$ cat config.mk
export PLATFORM = sky130hd
export DESIGN_NAME = nand_cmd_sequencer
export DESIGN_NICKNAME = d
export VERILOG_FILES = /design/src/rtl/nand_seq_pkg.sv /design/src/rtl/nand_rb_sync.sv /design/src/rtl/nand_cmd_sequencer.sv
export SDC_FILE = /design/constraint.sdc
export NUM_CORES = 1
export LEC_CHECK = 0
export CORE_UTILIZATION = 50
export CTS_CLUSTER_DIAMETER = 150
export DETAILED_ROUTE_END_ITERATION = 6
export PLACE_DENSITY_LB_ADDON = 0.05
export SKIP_CTS_REPAIR_TIMING = 1
export SYNTH_ARGS = -nofsm -noshare
export SYNTH_HDL_FRONTEND = slang
export SYNTH_SLANG_ARGS = --single-unit
$ cat constraint.sdc
create_clock -name CLK -period 2.5 [get_ports CLK]
set_input_delay 0.375 -clock CLK [delete_from_list [all_inputs] [get_ports CLK]]
set_output_delay 0.375 -clock CLK [all_outputs]
set_load 0.01 [all_outputs]
$ cat src/rtl/nand_seq_pkg.sv
// nand_seq_pkg: shared FSM states, NAND opcodes and address-count helper
package nand_seq_pkg;

    typedef enum logic [3:0] {
        S_IDLE, S_CE_SETUP, S_CMD0_LO, S_CMD0_HI, S_ADDR_LO, S_ADDR_HI,
        S_CMD1_LO, S_CMD1_HI, S_WAIT_WB, S_WAIT_RB, S_DONE
    } state_t;

    localparam logic [7:0] CMD_RESET  = 8'hFF;
    localparam logic [7:0] CMD_READ0  = 8'h00;
    localparam logic [7:0] CMD_READ1  = 8'h30;
    localparam logic [7:0] CMD_PROG0  = 8'h80;
    localparam logic [7:0] CMD_PROG1  = 8'h10;
    localparam logic [7:0] CMD_ERASE0 = 8'h60;
    localparam logic [7:0] CMD_ERASE1 = 8'hD0;
    localparam int MAX_ADDR_BYTES = 5;

    function automatic logic [2:0] clamp_naddr(input logic [2:0] n);
        return (n > 3'(MAX_ADDR_BYTES)) ? 3'(MAX_ADDR_BYTES) : n;
    endfunction

endpackage

$ cat src/rtl/nand_rb_sync.sv
// nand_rb_sync: two-flop synchronizer for the asynchronous ready/busy lines
module nand_rb_sync #(
    parameter int W = 8
) (
    input  logic         i_clk,
    input  logic         i_rst,
    input  logic [W-1:0] i_rb,
    output logic [W-1:0] o_rb
);

    logic [W-1:0] r_meta;

    always_ff @(posedge i_clk) begin
        if (i_rst) begin
            r_meta <= '0;
            o_rb   <= '0;
        end else begin
            r_meta <= i_rb;
            o_rb   <= r_meta;
        end
    end

endmodule

$ cat src/rtl/nand_cmd_sequencer.sv
// nand_cmd_sequencer: issues cmd0 / address bytes / cmd1 on the async NAND bus, optional RB wait.
// Define NAND_SEQ_TIMEOUT_EN to bound the ready/busy wait by TIMEOUT_CYCLES.
module nand_cmd_sequencer
    import nand_seq_pkg::*;
#(
    parameter int NUM_CE         = 8,
    parameter int T_CS           = 2,
    parameter int T_WP           = 2,
    parameter int T_WH           = 2,
    parameter int T_WB           = 10,
    parameter int TIMEOUT_CYCLES = 1000000
) (
    input  logic              CLK,
    input  logic              RST,
    input  logic              req_valid,
    output logic              req_ready,
    input  logic [2:0]        req_chip,
    input  logic [7:0]        req_cmd0,
    input  logic [2:0]        req_naddr,
    input  logic [39:0]       req_addr,
    input  logic              req_has_cmd1,
    input  logic [7:0]        req_cmd1,
    input  logic              req_wait_rb,
    output logic              done_valid,
    output logic [2:0]        done_chip,
    output logic              done_status,
    output logic [NUM_CE-1:0] nand_cen,
    output logic              nand_cle,
    output logic              nand_ale,
    output logic              nand_wen,
    output logic              nand_wpn,
    output logic [7:0]        nand_dq_out,
    output logic              nand_dq_oe,
    input  logic [NUM_CE-1:0] nand_rb
);

    localparam int P_CS = (T_CS < 1) ? 1 : T_CS;
    localparam int P_WP = (T_WP < 1) ? 1 : T_WP;
    localparam int P_WH = (T_WH < 1) ? 1 : T_WH;
    localparam int P_WB = (T_WB < 1) ? 1 : T_WB;
    localparam int M_A  = (P_CS > P_WP) ? P_CS : P_WP;
    localparam int M_B  = (P_WH > P_WB) ? P_WH : P_WB;
    localparam int CW   = $clog2((M_A > M_B) ? M_A : M_B) + 1;

    state_t             r_state, w_nxt;
    logic [CW-1:0]      r_cnt;
    logic [39:0]        r_addr;
    logic [2:0]         r_acnt, r_chip;
    logic [7:0]         r_cmd1;
    logic               r_has1, r_wait, r_status;
    logic               w_lo;
    logic [NUM_CE-1:0]  w_rb;
`ifdef NAND_SEQ_TIMEOUT_EN
    logic [31:0]        r_to;
`endif

    nand_rb_sync #(.W(NUM_CE)) u_rb_sync (.i_clk(CLK), .i_rst(RST), .i_rb(nand_rb), .o_rb(w_rb));

    assign nand_wpn = 1'b1;

    // phase that follows any byte's HI period; r_has1 is cleared once cmd1 starts
    always_comb begin
        w_nxt = (r_acnt != 3'd0) ? S_ADDR_LO : r_has1 ? S_CMD1_LO : r_wait ? S_WAIT_WB : S_DONE;
        w_lo  = (w_nxt == S_ADDR_LO) || (w_nxt == S_CMD1_LO);
    end

    always_ff @(posedge CLK) begin
        if (RST) begin
            r_state     <= S_IDLE;
            r_cnt       <= '0;
            r_addr      <= '0;
            r_acnt      <= '0;
            r_chip      <= '0;
            r_cmd1      <= '0;
            r_has1      <= 1'b0;
            r_wait      <= 1'b0;
            r_status    <= 1'b0;
            req_ready   <= 1'b1;
            done_valid  <= 1'b0;
            done_chip   <= '0;
            done_status <= 1'b0;
            nand_cen    <= '1;
            nand_cle    <= 1'b0;
            nand_ale    <= 1'b0;
            nand_wen    <= 1'b1;
            nand_dq_out <= '0;
            nand_dq_oe  <= 1'b0;
`ifdef NAND_SEQ_TIMEOUT_EN
            r_to        <= '0;
`endif
        end else begin
            done_valid <= 1'b0;
            case (r_state)
                S_IDLE: if (req_valid) begin
                    r_state   <= S_CE_SETUP;
                    r_cnt     <= CW'(P_CS - 1);
                    r_addr    <= req_addr;
                    r_acnt    <= clamp_naddr(req_naddr);
                    r_chip    <= req_chip;
                    r_cmd1    <= req_cmd1;
                    r_has1    <= req_has_cmd1;
                    r_wait    <= req_wait_rb;
                    r_status  <= 1'b0;
                    req_ready <= 1'b0;
                    nand_cen  <= ~(NUM_CE'(1) << req_chip);
                    nand_dq_out <= req_cmd0;
                end
                S_CE_SETUP: if (r_cnt == '0) begin
                    r_state    <= S_CMD0_LO;
                    r_cnt      <= CW'(P_WP - 1);
                    nand_cle   <= 1'b1;
                    nand_dq_oe <= 1'b1;
                    nand_wen   <= 1'b0;
                end else r_cnt <= r_cnt - 1'b1;
                S_CMD0_LO, S_ADDR_LO, S_CMD1_LO: if (r_cnt == '0) begin
                    r_state  <= (r_state == S_CMD0_LO) ? S_CMD0_HI : (r_state == S_ADDR_LO) ? S_ADDR_HI : S_CMD1_HI;
                    r_cnt    <= CW'(P_WH - 1);
                    nand_wen <= 1'b1;
                end else r_cnt <= r_cnt - 1'b1;
                S_CMD0_HI, S_ADDR_HI, S_CMD1_HI: if (r_cnt == '0) begin
                    r_state     <= w_nxt;
                    r_cnt       <= (w_nxt == S_WAIT_WB) ? CW'(P_WB - 1) : CW'(P_WP - 1);
                    nand_cle    <= (w_nxt == S_CMD1_LO);
                    nand_ale    <= (w_nxt == S_ADDR_LO);
                    nand_dq_oe  <= w_lo;
                    nand_wen    <= !w_lo;
                    nand_dq_out <= (w_nxt == S_ADDR_LO) ? r_addr[7:0] : (w_nxt == S_CMD1_LO) ? r_cmd1 : 8'h00;
                    nand_cen    <= (w_nxt == S_DONE) ? '1 : nand_cen;
                    if (w_nxt == S_ADDR_LO) begin
                        r_addr <= r_addr >> 8;
                        r_acnt <= r_acnt - 3'd1;
                    end
                    if (w_nxt == S_CMD1_LO) r_has1 <= 1'b0;
                end else r_cnt <= r_cnt - 1'b1;
                S_WAIT_WB: if (r_cnt == '0) begin
                    r_state <= S_WAIT_RB;
`ifdef NAND_SEQ_TIMEOUT_EN
                    r_to    <= '0;
`endif
                end else r_cnt <= r_cnt - 1'b1;
                S_WAIT_RB: if (w_rb[r_chip]) begin
                    r_state  <= S_DONE;
                    nand_cen <= '1;
                end
`ifdef NAND_SEQ_TIMEOUT_EN
                else if (r_to == 32'(TIMEOUT_CYCLES - 1)) begin
                    r_state  <= S_DONE;
                    r_status <= 1'b1;
                    nand_cen <= '1;
                end else r_to <= r_to + 32'd1;
`endif
                S_DONE: begin
                    r_state     <= S_IDLE;
                    done_valid  <= 1'b1;
                    done_chip   <= r_chip;
                    done_status <= r_status;
                    req_ready   <= 1'b1;
                end
                default: r_state <= S_IDLE;
            endcase
        end
    end

endmodule

==> reports/summary.txt <==
largest net degree at the start of global routing: 84
Sink Count: 106
vias per cell: 5.447
clock transition at the registers of the reported paths: 120 ps
Leak: 2.237 nW
Syn Inst Count: 575
slew margin rel.: 42.62%
min Tclk post-route: 2364 ps
Worst R2R Path Depth: 9
Flop pwr share: 40.5%
syn avg cell area: 8.197 um2
ys async rst share: 0%
IO buf count: 99
count leader, synth: nand2_1
post-route ant nets: 0
status: finished, final reports clean
Worst Max-Slew Pin Slew: 860.7 ps
Startpoint Class: register
clock root cell: clkbuf_8
vias in the first global route: 3790
GRT overflow: 0
total core area: 0.009196 mm2
Setup crit end kind: register
Area contributors post-synth: dfxtp_1 (45%), nand2_1 (9.6%), a311oi_1 (5.9%), nor2_1 (5.9%), mux2i_1 (5.1%)
hpwl dp: 7.103 mm
YS warnings: 0
post-synth top area share: 45.02%
most used flip-flop cell after synthesis: dfxtp_1
Comb pwr share: 40.6%
Ports: 102
worst setup path startpoint: r_cnt[0]
Finish-stage setup viols: 0
netlist area before placement: 0.004713 mm2
CP cell instances: inv_1, ha_2, or4b_4, o31a_1, nor2_4, buf_4, clkbuf_16, nor2_1, a311oi_1
initial antenna violation count: 0
first-pass GRT wire length: 17.84 mm
Critical Path RT: 2790 ps
Post-Route WL: 10.96 mm
Final Slew Violations: 0
worst-case clock skew: 14.87 ps
DRC: 0
reg2reg start: r_cnt[0]
Pint: 0.003545 W
Crit path largest cell delay: 480 ps
clock insertion delay at the later pin of the skew report: 370 ps
Die W: 99.09 um
critical path capture point: r_addr[18]
Hold Path Class: reg -> reg
clock share of power: 18.9%
crit path max fanout: 27
R2R Setup Slk: 140 ps
CTS H-Tree Depth: 3
routed length per instance: 14.23 um
sequential area share after synthesis: 45.02%
TritonCTS buffer count: 9
RSZ-0062 raised after global routing: no
Worst Path Arrival: 2650 ps
syn nets: 653
CTS max path bufs: 2
CP Class: reg -> reg
Die Y: 99.09 um
area of the die: 0.009819 mm2
final net count: 732
register bit total from synthesis: 106
Yosys top cell by area: dfxtp_1
Commonest cells post-synth: nand2_1 (120), dfxtp_1 (106), nor2_1 (74)
Post-synth EDFFs: 0
CTS tree: built
post-synthesis cell type count: 51
routability cong.: 0.7789
Max Cap Viol: 0
NetSw: 0.002248 W
sw frac: 38.81%
fmax: 423.1 MHz
initial core utilization: 51.25%
maximum vdd drop: 0.0003999 V
via count: 4194
iteration-0 DRC count of the detailed router: 235
hold_ws: 450.4 ps
Critical Path Slowest Stage Cell: or4b_4
power consumption: 0.005793 W
fin crit share: 94.54%
share of cells above drive strength 1: 7.284%
Fin. Hold Viols: 0
synth-to-layout area growth: 27.79%
Global Route Usage Sum: 22.52%
row count: 35
PwrDens: 961.8 mW/mm2
drt pass-1 iters: 4
n_diodes: 0
Crit Reg-Reg Endpoint: r_addr[18]
## cells by family after synthesis
logic type      after synthesis  synth area share [%]
compound gates              105                 15.74
flops                       106                 45.02
xor+xnor                      1                0.1859
buf+inv                      56                 5.416
simple gates                277                 27.10
fa+ha+maj                     3                0.7965
other cells                   2                0.1593
mux                          25                 5.575
## worst min-delay path by stage
stage | cells after the start | slack (ps) | startpoint | end
finish | 1 | 450 | u_rb_sync.r_meta[5] | u_rb_sync.o_rb[5]
global route | 1 | 470 | u_rb_sync.r_meta[5] | u_rb_sync.o_rb[5]
CTS | 1 | 450 | u_rb_sync.r_meta[5] | u_rb_sync.o_rb[5]
detailed placement | 1 | 420 | u_rb_sync.r_meta[5] | u_rb_sync.o_rb[5]
global placement | 1 | 420 | u_rb_sync.r_meta[6] | u_rb_sync.o_rb[6]
floorplan | 1 | 410 | u_rb_sync.r_meta[0] | u_rb_sync.o_rb[0]
## flip-flops by register name, summed over array words and instances, names as in the netlist, 3 cells and up
signal,cells
r_acnt,3
nand_cen,8
u_rb_sync.r_meta,8
r_cmd1,8
r_state,4
done_chip,3
nand_dq_out,8
u_rb_sync.o_rb,8
r_cnt,5
r_chip,3
r_addr,40
## area by class of cell
| class | instances | area (um2) |
|---|---|---|
| clock buffer | 9 | 123.9 |
| clock inverter | 7 | 91.34 |
| fill | 813 | 3173 |
| inverter | 7 | 26.28 |
| multi-input combinational | 413 | 2355 |
| sequential | 106 | 2122 |
| tap | 111 | 138.9 |
| timing repair buffer | 117 | 1166 |
## cell usage in the layout, fill, tap and decap left out, types with 4 or more instances in the layout
master and count:
a211oi_1 6, clkdlybuf4s50_1 98, dfxtp_1 106, nor3_1 10, and2_0 7, a311o_1 6
inv_1 7, nand2b_1 4, nor2_1 73, nand2_1 120, mux2i_1 24, nor4b_1 6
nor4_1 4, nor2b_1 19, a21oi_1 36, o21ai_0 8, buf_4 16, clkbuf_8 9
a311oi_1 31, nand3_1 15
## power groups by stage
| stage | Clock [W] | Sequential, W | Combinational (W) |
|---|---|---|---|
| 2_1_floorplan | 0 | 0.00231 | 0.00165 |
| 3_3_place_gp | 0 | 0.00237 | 0.00220 |
| 3_5_place_dp | 0 | 0.00238 | 0.00226 |
| 4_1_cts | 0.00112 | 0.00234 | 0.00227 |
| 5_1_grt | 0.00120 | 0.00240 | 0.00261 |
| 6_report | 0.00110 | 0.00234 | 0.00235 |
## per-stage QoR
step           area [um2]  cells  setup TNS [ps]  worst slack (ps)  utilization [%]
6_report             6023    770               0             136.5            65.50
5_1_grt              6023    770               0             2.986            65.50
4_1_cts              5974    767               0             12.43            64.97
3_5_place_dp         5759    751          -42.19            -42.19            62.63
3_3_place_gp         5759    751               0             43.47            62.63
2_1_floorplan        4713    575               0             312.7                -
## per-layer routing
layer / global-route usage, % / part of all wire [%]
met2: 35.13 / 44
met4: 5.995 / 0.93
met3: 5.692 / 4.9
met1: 31.23 / 50
met5: 0 / 0
## critical path, delay by kind of cell (launching register included)
family                     cells  cell delay (ps)
buffers and inverters          3              440
AOI/OAI and AO/OA              2              550
DFF                            1              350
and+or+nand+nor                3              710
adders and majority gates      1              220
Note: power is estimated with default switching activity, not from simulation.
==> patch: new RTL, same settings <==
Add a define of `NAND_SEQ_TIMEOUT_EN`.
--- a/src/rtl/nand_cmd_sequencer.sv
+++ b/src/rtl/nand_cmd_sequencer.sv
@@ -1,4 +1,6 @@
 // nand_cmd_sequencer: issues cmd0 / address bytes / cmd1 on the async NAND bus, optional RB wait.
 // Define NAND_SEQ_TIMEOUT_EN to bound the ready/busy wait by TIMEOUT_CYCLES.
+`define NAND_SEQ_TIMEOUT_EN
+
 module nand_cmd_sequencer
     import nand_seq_pkg::*;
Function: same outputs for any inputs over 4 cycles, from zero or initial values and one cycle with RST high; that may be too few to reach the edited logic, so the function may still have changed.
==> patch against the unedited design <==
- maximum frequency fell by 1.5%
- total power rose by 53%
- area after synthesis rose by 38%
- wire length rose by 51%
- sequential share of layout area fell by 1.4 points
- sequential cell count rose by 34
- via count rose by 47%
- hold slack got worse by 0.12 ns
- sequential power rose by 35%
- setup slack got worse by 0.035 ns
- non-clock buffer count rose by 8
- cell area rose by 38%
- synthesized cell count rose by 37%
==> patch: results <==
global_routing:
  via_count_of_the_first_global_routing_pass: 5702
  global_route.usage.met2_pct: 43.3
  grtUsageMet3_pct: 6.54
  gr-usage-met1_pct: 31.4
  grtUsageTotal_pct: 25.6
clock_network:
  cts_root_buffer: "clkbuf_16"
  cts_buffers: 17
  clockBufferDepth: 2
  clkLatencyLatePin_ns: 0.42
  cts_htree_levels: 4
synth:
  distinct_cell_type_count_after_synthesis: 65
  synth_top_cells_by_area: "dfxtp_1 43%, nand2_1 7.4%, a21oi_1 5.2%, a311oi_1 4.4%, nand3_1 4.3%"
  syn_inst: 787
  postSynthNetCount: 866
  synth.top_cells.by_count: "140 x dfxtp_1, 128 x nand2_1, 68 x a21oi_1, 66 x nor2_1, 56 x nand3_1"
finish:
  fillCellCount: 1088
  design_area_sq_um: 8290
  finalNonFillerCells: 1053
  nets: 948
  ratio_of_cells_with_drive_above_1_in_the_final_layout_pct: 8.29
power_and_ir_drop:
  peakVddDrop_mv: 0.679
  power_attributed_to_the_clock_group_mw: 2.75
  powerSeq_mw: 3.15
  sequentialPowerShare_pct: 35.5
  p_leak_nw: 2.93
place:
  dp_cells: 1022
  buffer_ports.inserted: 100
  area_post_placement_sq_um: 7630
  placement.setup.worst_slack_ns: 0.158
  place_congestion: 0.856
drt:
  detail_route.vias_per_cell: 5.84
  detail_route.wl_per_cell_microns: 15.8
  drt_first_pass_iters: 5
  met2RoutedLength_mm: 8.26
  routed-wl-met3_microns: 844
  drt-initial-drc-count: 434
  routedLengthMet1_mm: 7.20
critical_path:
  arrival_ns: 2.70
  critical-path-top-delay-family: "compound AO/OA/AOI/OAI gates"
  path_max_fanout: 6
  critical_path.max_stage_delay_ns: 0.61
  timing.critical_path.slowest_stage_cell: "or4b_1"
status:
  run_status: "completed"
min_path:
  worst_hold_path_type: "in -> reg"
timing:
  worst-slew-pin-transition_ns: 0.600
[patch: path summary, 6_finish.rpt]
check,from,endpoint,slack [ns],cells after the start
min,RST,r_status,0.33,2
min reg2reg,u_rb_sync.r_meta[3],u_rb_sync.o_rb[3],0.43,1
max reg2reg,r_cnt[0],r_state[1],0.10,7
max,r_cnt[0],r_state[1],0.10,7
[patch: logic make-up (layout without fill, tap and decap cells)]
group,after synthesis,count (layout),share of synthesized area (%)
other,1,1,0.0577
flip-flops,140,140,43.1
adder cells (fa/ha/maj),4,4,0.770
AND/OR/NAND/NOR,367,367,28.1
buffers and inverters,70,164,5.16
AO/OA/AOI/OAI,184,184,19.4
XOR/XNOR,2,2,0.270
multiplexers,19,19,3.14
[patch: cell type report]
cell class | instances | area share, %
clock buffer | 20 | 5.51
clock inverter | 11 | 2.31
inverter | 8 | 0.362
multi-input combinational | 577 | 40.8
sequential | 140 | 33.8
tap | 172 | 2.60
timing repair buffer | 125 | 14.6
